File: config.mk
export PLATFORM = sky130hd
export DESIGN_NAME = clk_div_multi
export DESIGN_NICKNAME = d
export VERILOG_FILES = /design/src/rtl/clk_div_pkg.sv /design/src/rtl/clk_div_ch.sv /design/src/rtl/clk_div_multi.sv
export SDC_FILE = /design/constraint.sdc
export NUM_CORES = 1
export LEC_CHECK = 0
export CORE_ASPECT_RATIO = 0.8
export CORE_UTILIZATION = 48
export DETAILED_ROUTE_END_ITERATION = 8
export HOLD_SLACK_MARGIN = 0.05
export PLACE_DENSITY = 0.74
export SLEW_MARGIN = 40
export SYNTH_ARGS = -nofsm -noshare
export SYNTH_HDL_FRONTEND = slang
export SYNTH_HIERARCHICAL = 1
export SYNTH_SLANG_ARGS = --single-unit
File: constraint.sdc
create_clock -name clk_50MHz -period 3.7 [get_ports clk_50MHz]
set_clock_uncertainty 0.2 [all_clocks]
set_input_delay 0.74 -clock clk_50MHz [delete_from_list [all_inputs] [get_ports clk_50MHz]]
set_output_delay 0.74 -clock clk_50MHz [all_outputs]
set_load 0.05 [all_outputs]
File: src/rtl/clk_div_pkg.sv
// Shared constants for the multi-channel clock divider.
package clk_div_pkg;

    // Reference clock rate feeding every divider channel.
    localparam int CLK_HZ = 50_000_000;

    // Half-period that yields a 1 Hz output from CLK_HZ: 2*(half+1) = CLK_HZ.
    localparam int DEFAULT_HALF_1HZ = CLK_HZ / 2 - 1;

    // Width of the load channel index; covers up to 16 channels.
    localparam int LD_CH_W = 4;

endpackage

File: src/rtl/clk_div_ch.sv
// One divider channel: free-running counter, live and shadow half-period,
// square-wave output and a tick that marks every output edge.
module clk_div_ch
    import clk_div_pkg::*;
#(
    parameter int CNT_W        = 26,
    parameter int DEFAULT_HALF = DEFAULT_HALF_1HZ
) (
    input  logic             clk_i,
    input  logic             rst_i,
    input  logic             en_i,
    input  logic             sync_i,
    input  logic             ld_i,
    input  logic [CNT_W-1:0] ld_half_i,
    output logic             clk_out_o,
    output logic             tick_o,
    output logic             pend_o
);

    localparam logic [CNT_W-1:0] HALF_RST = CNT_W'(DEFAULT_HALF);

    logic [CNT_W-1:0] cnt_q, cnt_d;
    logic [CNT_W-1:0] half_q, half_d;
    logic [CNT_W-1:0] shadow_q, shadow_d;
    logic             pend_q, pend_d;
    logic             clk_q, clk_d;
    logic             tick_q, tick_d;
    logic             wrap;

    assign wrap = en_i && (cnt_q >= half_q);

    // Next-state: sync beats everything, a disabled channel idles at zero,
    // a running channel counts and toggles on wrap.
    always_comb begin
        cnt_d    = cnt_q;
        half_d   = half_q;
        shadow_d = shadow_q;
        pend_d   = pend_q;
        clk_d    = clk_q;
        tick_d   = 1'b0;

        if (sync_i) begin
            cnt_d = '0;
            clk_d = 1'b0;
            if (pend_q) begin
                half_d = shadow_q;
                pend_d = 1'b0;
            end
            // A load coinciding with sync goes straight to the live value.
            if (ld_i) begin
                half_d   = ld_half_i;
                shadow_d = ld_half_i;
            end
        end else if (!en_i) begin
            cnt_d = '0;
            clk_d = 1'b0;
            // Nothing is running, so a parked shadow can be applied at once
            // instead of blocking further loads forever.
            if (pend_q) begin
                half_d = shadow_q;
                pend_d = 1'b0;
            end
            if (ld_i) begin
                half_d   = ld_half_i;
                shadow_d = ld_half_i;
            end
        end else begin
            if (wrap) begin
                cnt_d  = '0;
                clk_d  = ~clk_q;
                tick_d = 1'b1;
                if (pend_q) begin
                    half_d = shadow_q;
                    pend_d = 1'b0;
                end
            end else begin
                cnt_d = cnt_q + 1'b1;
            end
            // Loads are only accepted with pend clear, so a load on a wrap
            // cycle is parked and takes effect at the following wrap.
            if (ld_i) begin
                shadow_d = ld_half_i;
                pend_d   = 1'b1;
            end
        end
    end

    // Channel state register with asynchronous reset to the default rate.
    always_ff @(posedge clk_i or posedge rst_i) begin
        if (rst_i) begin
            cnt_q    <= '0;
            half_q   <= HALF_RST;
            shadow_q <= HALF_RST;
            pend_q   <= 1'b0;
            clk_q    <= 1'b0;
            tick_q   <= 1'b0;
        end else begin
            cnt_q    <= cnt_d;
            half_q   <= half_d;
            shadow_q <= shadow_d;
            pend_q   <= pend_d;
            clk_q    <= clk_d;
            tick_q   <= tick_d;
        end
    end

    assign clk_out_o = clk_q;
    assign tick_o    = tick_q;
    assign pend_o    = pend_q;

endmodule

File: src/rtl/clk_div_multi.sv
// Bank of independent clock dividers sharing one reference clock, with a
// common sync restart and a single divisor-load port.
module clk_div_multi
    import clk_div_pkg::*;
#(
    parameter int NUM_CH       = 4,
    parameter int CNT_W        = 26,
    parameter int DEFAULT_HALF = DEFAULT_HALF_1HZ
) (
    input  logic               clk_50MHz,
    input  logic               reset,
    input  logic [NUM_CH-1:0]  en,
    input  logic               sync,
    input  logic               load_valid,
    input  logic [LD_CH_W-1:0] load_ch,
    input  logic [CNT_W-1:0]   load_half,
    output logic               load_ready,
    output logic [NUM_CH-1:0]  clk_out,
    output logic [NUM_CH-1:0]  tick,
    output logic [NUM_CH-1:0]  pending
);

    logic [NUM_CH-1:0] hit;
    logic [NUM_CH-1:0] pend;
    logic              accept;

    // An index with no matching channel has no hit bit, so it reads as
    // ready and its load is silently dropped.
    assign load_ready = ~|(hit & pend);
    assign accept     = load_valid & load_ready;
    assign pending    = pend;

    for (genvar i = 0; i < NUM_CH; i++) begin : g_ch
        assign hit[i] = (load_ch == LD_CH_W'(i));

        clk_div_ch #(
            .CNT_W        (CNT_W),
            .DEFAULT_HALF (DEFAULT_HALF)
        ) u_ch (
            .clk_i     (clk_50MHz),
            .rst_i     (reset),
            .en_i      (en[i]),
            .sync_i    (sync),
            .ld_i      (accept & hit[i]),
            .ld_half_i (load_half),
            .clk_out_o (clk_out[i]),
            .tick_o    (tick[i]),
            .pend_o    (pend[i])
        );
    end

endmodule

==> out/results.ini, run 1 <==
[yosys]
synthTopCellsByArea=sky130_fd_sc_hd__dfrtp_1 (28%), sky130_fd_sc_hd__dfstp_2 (22%), sky130_fd_sc_hd__ha_1 (8.2%)
yosysWarningCount=6
yosys.cell_count.top_type=sky130_fd_sc_hd__dfrtp_1
synth-edff-count=0
synth_top_cell_area_share_pct=28.4
synth_top_area_cell=sky130_fd_sc_hd__dfrtp_1
asyncSetResetFlopFracSynth_pct=100
synthFlopType=sky130_fd_sc_hd__dfrtp_1
post_synth.cell_area_avg_um2=11.2
syn-num-nets=1628
mappedNetlistArea_mm2=0.0165
synth.ff_latch_count=324
sequential_element_share_of_the_synthesized_area_pct=50.0
netlist-cell-type-count=51
synth_commonest_cells=sky130_fd_sc_hd__dfrtp_1 (188), sky130_fd_sc_hd__dfstp_2 (136), sky130_fd_sc_hd__nor2_1 (130)
synthesis.instances=1482

[detailed_routing]
drc_errors=0
wire_per_inst_um=20.0
vias=11954
detailedRoute.firstPassIterationCount=5
drtAntennaViolNets=0
route.detailed.vias_per_inst=5.96
drt-total-wl_um=40000
initialDrtViolationCount=973

[place]
gp_routability_congestion=0.821
placed_instances=1943
place.detailed.hpwl_um=27800
numPortBuffers=50

[global_route]
grt_max_degree=82
antenna_found_initial=0
gr-total-overflow=0
grt_pass1_vias=12025
grt_first_pass_wirelength_um=65300
grt_use_total_pct=23.4

[worst_setup_path]
reg2reg_slack_ns=0.46
critical_path.reg2reg.startpoint=g_ch[2].u_ch/half_q[5]$_DFFE_PP1P_
required_time_of_the_worst_setup_path_ns=3.91
timing.critical_path.from=g_ch[2].u_ch/half_q[5]$_DFFE_PP1P_
worst_r2r_path_depth=9
cp-endpoint=g_ch[2].u_ch/half_q[6]$_DFFE_PP0P_
kind_of_launch_point_of_the_worst_setup_path=flop
critical_path.endpoint_type=flop
timing.critical_path.fanout_max=15
critical_path_class=flop to flop
cp_data_arrival_time_ns=3.45
r2r-end=g_ch[2].u_ch/half_q[6]$_DFFE_PP0P_

[timing]
endpoints_failing_hold=0
timing.hold.ws_ns=0.293
fin_tns_setup_ns=0
setup-violations-final=0
fin_crit_ns=3.24
timing.final.crit_share_pct=87.6
timing.fmax_mhz=308
timing_max_transition_violations_final=0
tightestPinTransition_ns=0.838
worst_slew_margin_rel_pct=44.1
grt_setup_unrepaired=no

[clock_network]
cts.path.max_buffers=3
root_buffer=sky130_fd_sc_hd__clkbuf_16
post_cts_resize_count=0
cts_max_level=2
clk_pin_slew_worst_paths_ns=0.06
clock_insertion_delay_worst_skew_ns=0.53
cts_made_buffers=34
cts-hold-fix-buffers=0
tritoncts_clock_tree=done
cts_sinks=324
cts_setup_buffers=0

[floorplanning]
die_h_um=168
floorplan.die_area_mm2=0.0352
core_mm2=0.0338
design.portCount=51
placement_rows=60
start_util_pct=49.0
die_w_um=210

[hold_path]
worst_hold_path_type=flop to flop

[status]
run_status=complete, no violations

[cells_and_area]
finish.utilization_pct=55.8
antenna_cells_inserted=0
number_of_nets_in_the_finished_design=1691
stdcell_count=2005
layout-area-overhead-vs-synth_pct=13.9
drive_gt1_share_pct=23.0
n_fill_cell=2865

[flow_run]
cap_viol_max_count=0

[pwr]
power_density_normalized_to_cell_area_mw_per_mm2=522
vdd_ir_drop_max_mv=0.346
total_power_uw=9830
leakagePower_uw=0.00851

[kinds of logic (layout without fill, tap and decap cells)]
| family | after synthesis | count (layout) | share of synthesized area (%) |
|---|---|---|---|
| and+or+nand+nor | 407 | 407 | 13.2 |
| adders and majority gates | 108 | 108 | 8.17 |
| xor gates and xnor gates | 94 | 94 | 4.98 |
| DFF | 324 | 324 | 50.0 |
| buffers and inverters | 182 | 271 | 4.66 |
| muxes | 105 | 105 | 7.22 |
| AOI/OAI and AO/OA | 262 | 262 | 11.7 |
[final cells by class]
class	count	area, um2	area share, %
clock buffers	53	1040	5.50
clock inverters	9	148	0.784
inverters	125	473	2.51
multi-input cells	976	7540	40.1
flip-flops and latches	324	8280	43.9
well taps	434	543	2.88
repair buffers	84	816	4.33
[sequential cells by signal (all words and copies together) (netlist names)]
name / cells
g_ch.u_ch/clk_out_o: 4
g_ch.u_ch/cnt_q: 104
g_ch.u_ch/shadow_q: 104
g_ch.u_ch/pend_o: 4
g_ch.u_ch/half_q: 104
g_ch.u_ch/tick_o: 4
[routing by layer]
| layer | GRT usage [%] | vias to the layer above | wire length, um |
|---|---|---|---|
| li1 | - | 5471 | - |
| met1 | 33.8 | 6076 | 18300 |
| met2 | 36.3 | 357 | 18300 |
| met3 | 4.55 | 50 | 2830 |
| met4 | 5.52 | 0 | 678 |
| met5 | 0 | - | 0 |
[placed cells by master, fill, tap and decap left out, types with 37 or more instances in the layout]
cell and instances:
sky130_fd_sc_hd__and3_1 68, sky130_fd_sc_hd__clkdlybuf4s50_1 49, sky130_fd_sc_hd__mux2_2 104, sky130_fd_sc_hd__a221o_1 51, sky130_fd_sc_hd__nand3_1 77, sky130_fd_sc_hd__dfrtp_1 188
sky130_fd_sc_hd__xor2_1 62, sky130_fd_sc_hd__clkbuf_16 37, sky130_fd_sc_hd__inv_1 121, sky130_fd_sc_hd__ha_1 108, sky130_fd_sc_hd__nor2_1 130, sky130_fd_sc_hd__dfstp_2 136
[power by group]
group / total, uW / switching, uW / leakage, uW / internal [uW]
registers: 4740 / 322 / 0.00390 / 4420
logic: 1460 / 772 / 0.00403 / 688
clock network: 3630 / 1420 / 0.000577 / 2210
total: 9830 / 2510 / 0.00851 / 7320
[critical path, cell delays in order (launching register included)]
cell	delay (ns)
sky130_fd_sc_hd__dfstp_2	0.52
sky130_fd_sc_hd__inv_1	0.06
sky130_fd_sc_hd__ha_1	0.30
sky130_fd_sc_hd__a41oi_1	0.24
sky130_fd_sc_hd__a211oi_1	0.10
sky130_fd_sc_hd__o41ai_2	0.47
sky130_fd_sc_hd__nand4_2	0.45
sky130_fd_sc_hd__buf_4	0.34
sky130_fd_sc_hd__and3_1	0.18
sky130_fd_sc_hd__a221o_1	0.26
[how the worst min path moves through the flow]
stage	start	endpoint	slack, ns	depth (start not counted)
global route	g_ch[3].u_ch/half_q[22]$_DFFE_PP1P_	g_ch[3].u_ch/half_q[22]$_DFFE_PP1P_	0.31	2
CTS	g_ch[3].u_ch/half_q[21]$_DFFE_PP1P_	g_ch[3].u_ch/half_q[21]$_DFFE_PP1P_	0.30	2
detailed placement	g_ch[3].u_ch/half_q[1]$_DFFE_PP1P_	g_ch[3].u_ch/half_q[1]$_DFFE_PP1P_	0.28	2
floorplan	g_ch[3].u_ch/half_q[11]$_DFFE_PP1P_	g_ch[3].u_ch/half_q[11]$_DFFE_PP1P_	0.26	2
global placement	g_ch[0].u_ch/shadow_q[10]$_DFFE_PP0P_	g_ch[0].u_ch/shadow_q[10]$_DFFE_PP0P_	0.28	1
finish	g_ch[3].u_ch/half_q[21]$_DFFE_PP1P_	g_ch[3].u_ch/half_q[21]$_DFFE_PP1P_	0.29	2
[metrics by stage]
| step | worst slack (ns) | cell area, um2 |
|---|---|---|
| 2_1_floorplan | 0.664 | 16500 |
| 3_5_place_dp | 0.0999 | 17600 |
| 4_1_cts | 0.515 | 18800 |
| 3_3_place_gp | 0.158 | 17600 |
| 5_1_grt | 0.365 | 18800 |
| 6_report | 0.458 | 18800 |
(Power assumes the default switching activity.)
==> run 2, diff against run 1 <==
--- a/config.mk
+++ b/config.mk
@@ -5,11 +5,12 @@
 export SDC_FILE = /design/constraint.sdc
 export NUM_CORES = 1
 export LEC_CHECK = 0
+export ABC_AREA = 1
 export CORE_ASPECT_RATIO = 0.8
 export CORE_UTILIZATION = 48
 export DETAILED_ROUTE_END_ITERATION = 8
 export HOLD_SLACK_MARGIN = 0.05
-export PLACE_DENSITY = 0.74
+export PLACE_DENSITY = 0.73
 export SLEW_MARGIN = 40
 export SYNTH_ARGS = -nofsm -noshare
 export SYNTH_HDL_FRONTEND = slang
==> out/results.ini, run 2 <==
[flow_run]
cap_viol_max_count=0

[cells_and_area]
number_of_nets_in_the_finished_design=3033
layout-area-overhead-vs-synth_pct=10.7
antenna_cells_inserted=0
layout_common_cells=sky130_fd_sc_hd__nand2_1 (1094), sky130_fd_sc_hd__nor2_1 (278), sky130_fd_sc_hd__inv_1 (212), sky130_fd_sc_hd__o21ai_0 (197), sky130_fd_sc_hd__dfrtp_1 (188)
reg_top3=g_ch.u_ch/cnt_q: 104 flops, g_ch.u_ch/half_q: 104 flops, g_ch.u_ch/shadow_q: 104 flops
mostFrequentLayoutCell=sky130_fd_sc_hd__nand2_1
n_fill_cell=3909
drive_gt1_share_pct=10.5
fin_area_mm2=0.0227

[clock_network]
root_buffer=sky130_fd_sc_hd__clkbuf_16
tritoncts_clock_tree=done
cts.path.max_buffers=3
cts_made_buffers=36
cts-hold-fix-buffers=0
cts_setup_buffers=0
clk_pin_slew_worst_paths_ns=0.06
cts_max_level=2
cts_sinks=324
post_cts_resize_count=0
clock_insertion_delay_worst_skew_ns=0.53

[yosys]
synth_top_cell_area_share_pct=22.9
asyncSetResetFlopFracSynth_pct=100
netlist-cell-type-count=36
post_synth.cell_area_avg_um2=7.13
synthTopCellsByArea=sky130_fd_sc_hd__dfrtp_1 (23%), sky130_fd_sc_hd__nand2_1 (20%), sky130_fd_sc_hd__dfstp_2 (17%)
synth_mux_area_share_pct=0.146
synthFlopType=sky130_fd_sc_hd__dfrtp_1
yosys.cell_count.top_type=sky130_fd_sc_hd__nand2_1
dominant_combinational_cell_family_by_area_after_synthesis=simple AND/OR/NAND/NOR gates
yosysWarningCount=6
synth_xor_xnor_area_share_pct=2.73
syn-num-nets=3028
synth_commonest_cells=sky130_fd_sc_hd__nand2_1 (1094), sky130_fd_sc_hd__nor2_1 (282), sky130_fd_sc_hd__inv_1 (216)
synth_compound_area_share_pct=9.21
synth_top_area_cell=sky130_fd_sc_hd__dfrtp_1
synth.ff_latch_count=324
synth-edff-count=0
sequential_element_share_of_the_synthesized_area_pct=40.3
synth_simple_gate_area_share_pct=33.7
mappedNetlistArea_mm2=0.0205
synthesis.instances=2882
adder_cell_share_of_the_synthesized_area_pct=6.58

[floorplanning]
placement_rows=67
die_h_um=187
die_w_um=233
design.portCount=51
core_mm2=0.0420
start_util_pct=48.9
floorplan.die_area_mm2=0.0436

[timing]
fin_tns_setup_ns=0
worst_slew_margin_rel_pct=49.0
grt_setup_unrepaired=no
endpoints_failing_hold=0
timing.fmax_mhz=308
tightestPinTransition_ns=0.764
timing_max_transition_violations_final=0
timing.final.crit_share_pct=87.7
setup-violations-final=0
fin_crit_ns=3.24

[place]
numPortBuffers=50
gp_routability_congestion=0.899
post_dp_cell_area_mm2=0.0216
place.detailed.hpwl_um=40000

[detailed_routing]
detailedRoute.firstPassIterationCount=7
drc_errors=0
initialDrtViolationCount=1812
drtAntennaViolNets=0
drt-total-wl_um=58300
route.detailed.vias_per_inst=5.57
vias=19288
wire_per_inst_um=16.8

[worst_setup_path]
critical_path.endpoint_type=output port
critical-path-top-delay-family=buffers and inverters
timing.critical_path.fanout_max=16
critical_path.slowest_cell=sky130_fd_sc_hd__clkdlybuf4s50_1
kind_of_launch_point_of_the_worst_setup_path=flop
required_time_of_the_worst_setup_path_ns=2.76
critical_path_class=flop to output port
crit_buf_inv=1
cp_data_arrival_time_ns=2.30
critical_path.max_stage_delay_ns=0.94
reg2reg_slack_ns=0.58
cp_cell_sequence=clkdlybuf4s50_1

[global_route]
grt_first_pass_wirelength_um=95500
grt_use_total_pct=27.1
antenna_found_initial=0
gr-total-overflow=0
grt_max_degree=53
grt_pass1_vias=18624

[pwr]
leakagePower_uw=0.0110
vdd_ir_drop_max_mv=0.303
total_power_uw=10400
power_density_normalized_to_cell_area_mw_per_mm2=458

[hold_path]
worst_hold_path_type=flop to flop

[status]
run_status=complete, no violations

[run 2: cell count changes in the layout (fill, tap and decap cells not counted), moves of 33 or more]
cell / delta
sky130_fd_sc_hd__nand2_1: +1067
sky130_fd_sc_hd__o21ai_0: +171
sky130_fd_sc_hd__nor2_1: +148
sky130_fd_sc_hd__mux2_2: -104
sky130_fd_sc_hd__inv_1: +91
sky130_fd_sc_hd__and3_1: -68
sky130_fd_sc_hd__nand3_1: +68
sky130_fd_sc_hd__a21oi_1: +65
sky130_fd_sc_hd__a221o_1: -51
sky130_fd_sc_hd__nor2_2: +34
sky130_fd_sc_hd__a22oi_1: -33
[run 2: power breakdown]
part | total (uW) | internal [uW] | switching (uW)
Clock | 3680 | 2170 | 1500
Combinational | 2220 | 750 | 1470
Sequential | 4520 | 4240 | 277
[run 2: final timing paths]
path | startpoint | endpoint | cells after the start
worst max-delay path | g_ch[1].u_ch/pend_o$_DFFE_PP0P_ | pending[1] | 1
worst min-delay path | g_ch[3].u_ch/shadow_q[19]$_DFFE_PP1P_ | g_ch[3].u_ch/shadow_q[19]$_DFFE_PP1P_ | 2
worst max register to register | g_ch[0].u_ch/half_q[5]$_DFFE_PP1P_ | g_ch[0].u_ch/half_q[25]$_DFFE_PP0P_ | 13
worst min register to register | g_ch[3].u_ch/shadow_q[19]$_DFFE_PP1P_ | g_ch[3].u_ch/shadow_q[19]$_DFFE_PP1P_ | 2
max in group asynchronous | reset | g_ch[0].u_ch/shadow_q[13]$_DFFE_PP1P_ | 3
min in group asynchronous | reset | g_ch[3].u_ch/shadow_q[9]$_DFFE_PP0P_ | 2
[run 2: kinds of logic after synthesis]
logic type / count (synthesis)
AOI/OAI and AO/OA: 357
xor gates and xnor gates: 64
adders and majority gates: 108
buffers and inverters: 351
DFF: 324
muxes: 3
and+or+nand+nor: 1675
[run 2: cell type report]
type                            count  area [um2]  area share [%]
Multi-Input combinational cell   2207       10800            47.4
Timing Repair Buffer               88         941            4.14
Sequential cell                   324        8280            36.4
Clock buffer                       56        1060            4.65
Tap cell                          552         691            3.04
Clock inverter                      8         118           0.517
Inverter                          230         868            3.82
[run 2: metal layers]
layer  GRT usage [%]  part of all wire (%)  vias up
li1                -                     -     9254
met1            37.8                    44     9184
met2            41.9                    44      741
met3            5.79                   9.1      109
met4            8.12                   2.6        0
met5               0                     0        -
[run 2: metrics by stage]
stage	std cells	util [%]	hold slack (ns)	setup slack, ns
2_1_floorplan	2882	-	0.237	0.736
3_3_place_gp	3401	51.3	0.248	0.387
3_5_place_dp	3401	51.3	0.252	0.327
4_1_cts	3465	54.1	0.262	0.454
5_1_grt	3465	54.1	0.278	0.381
6_report	3465	54.1	0.262	0.456
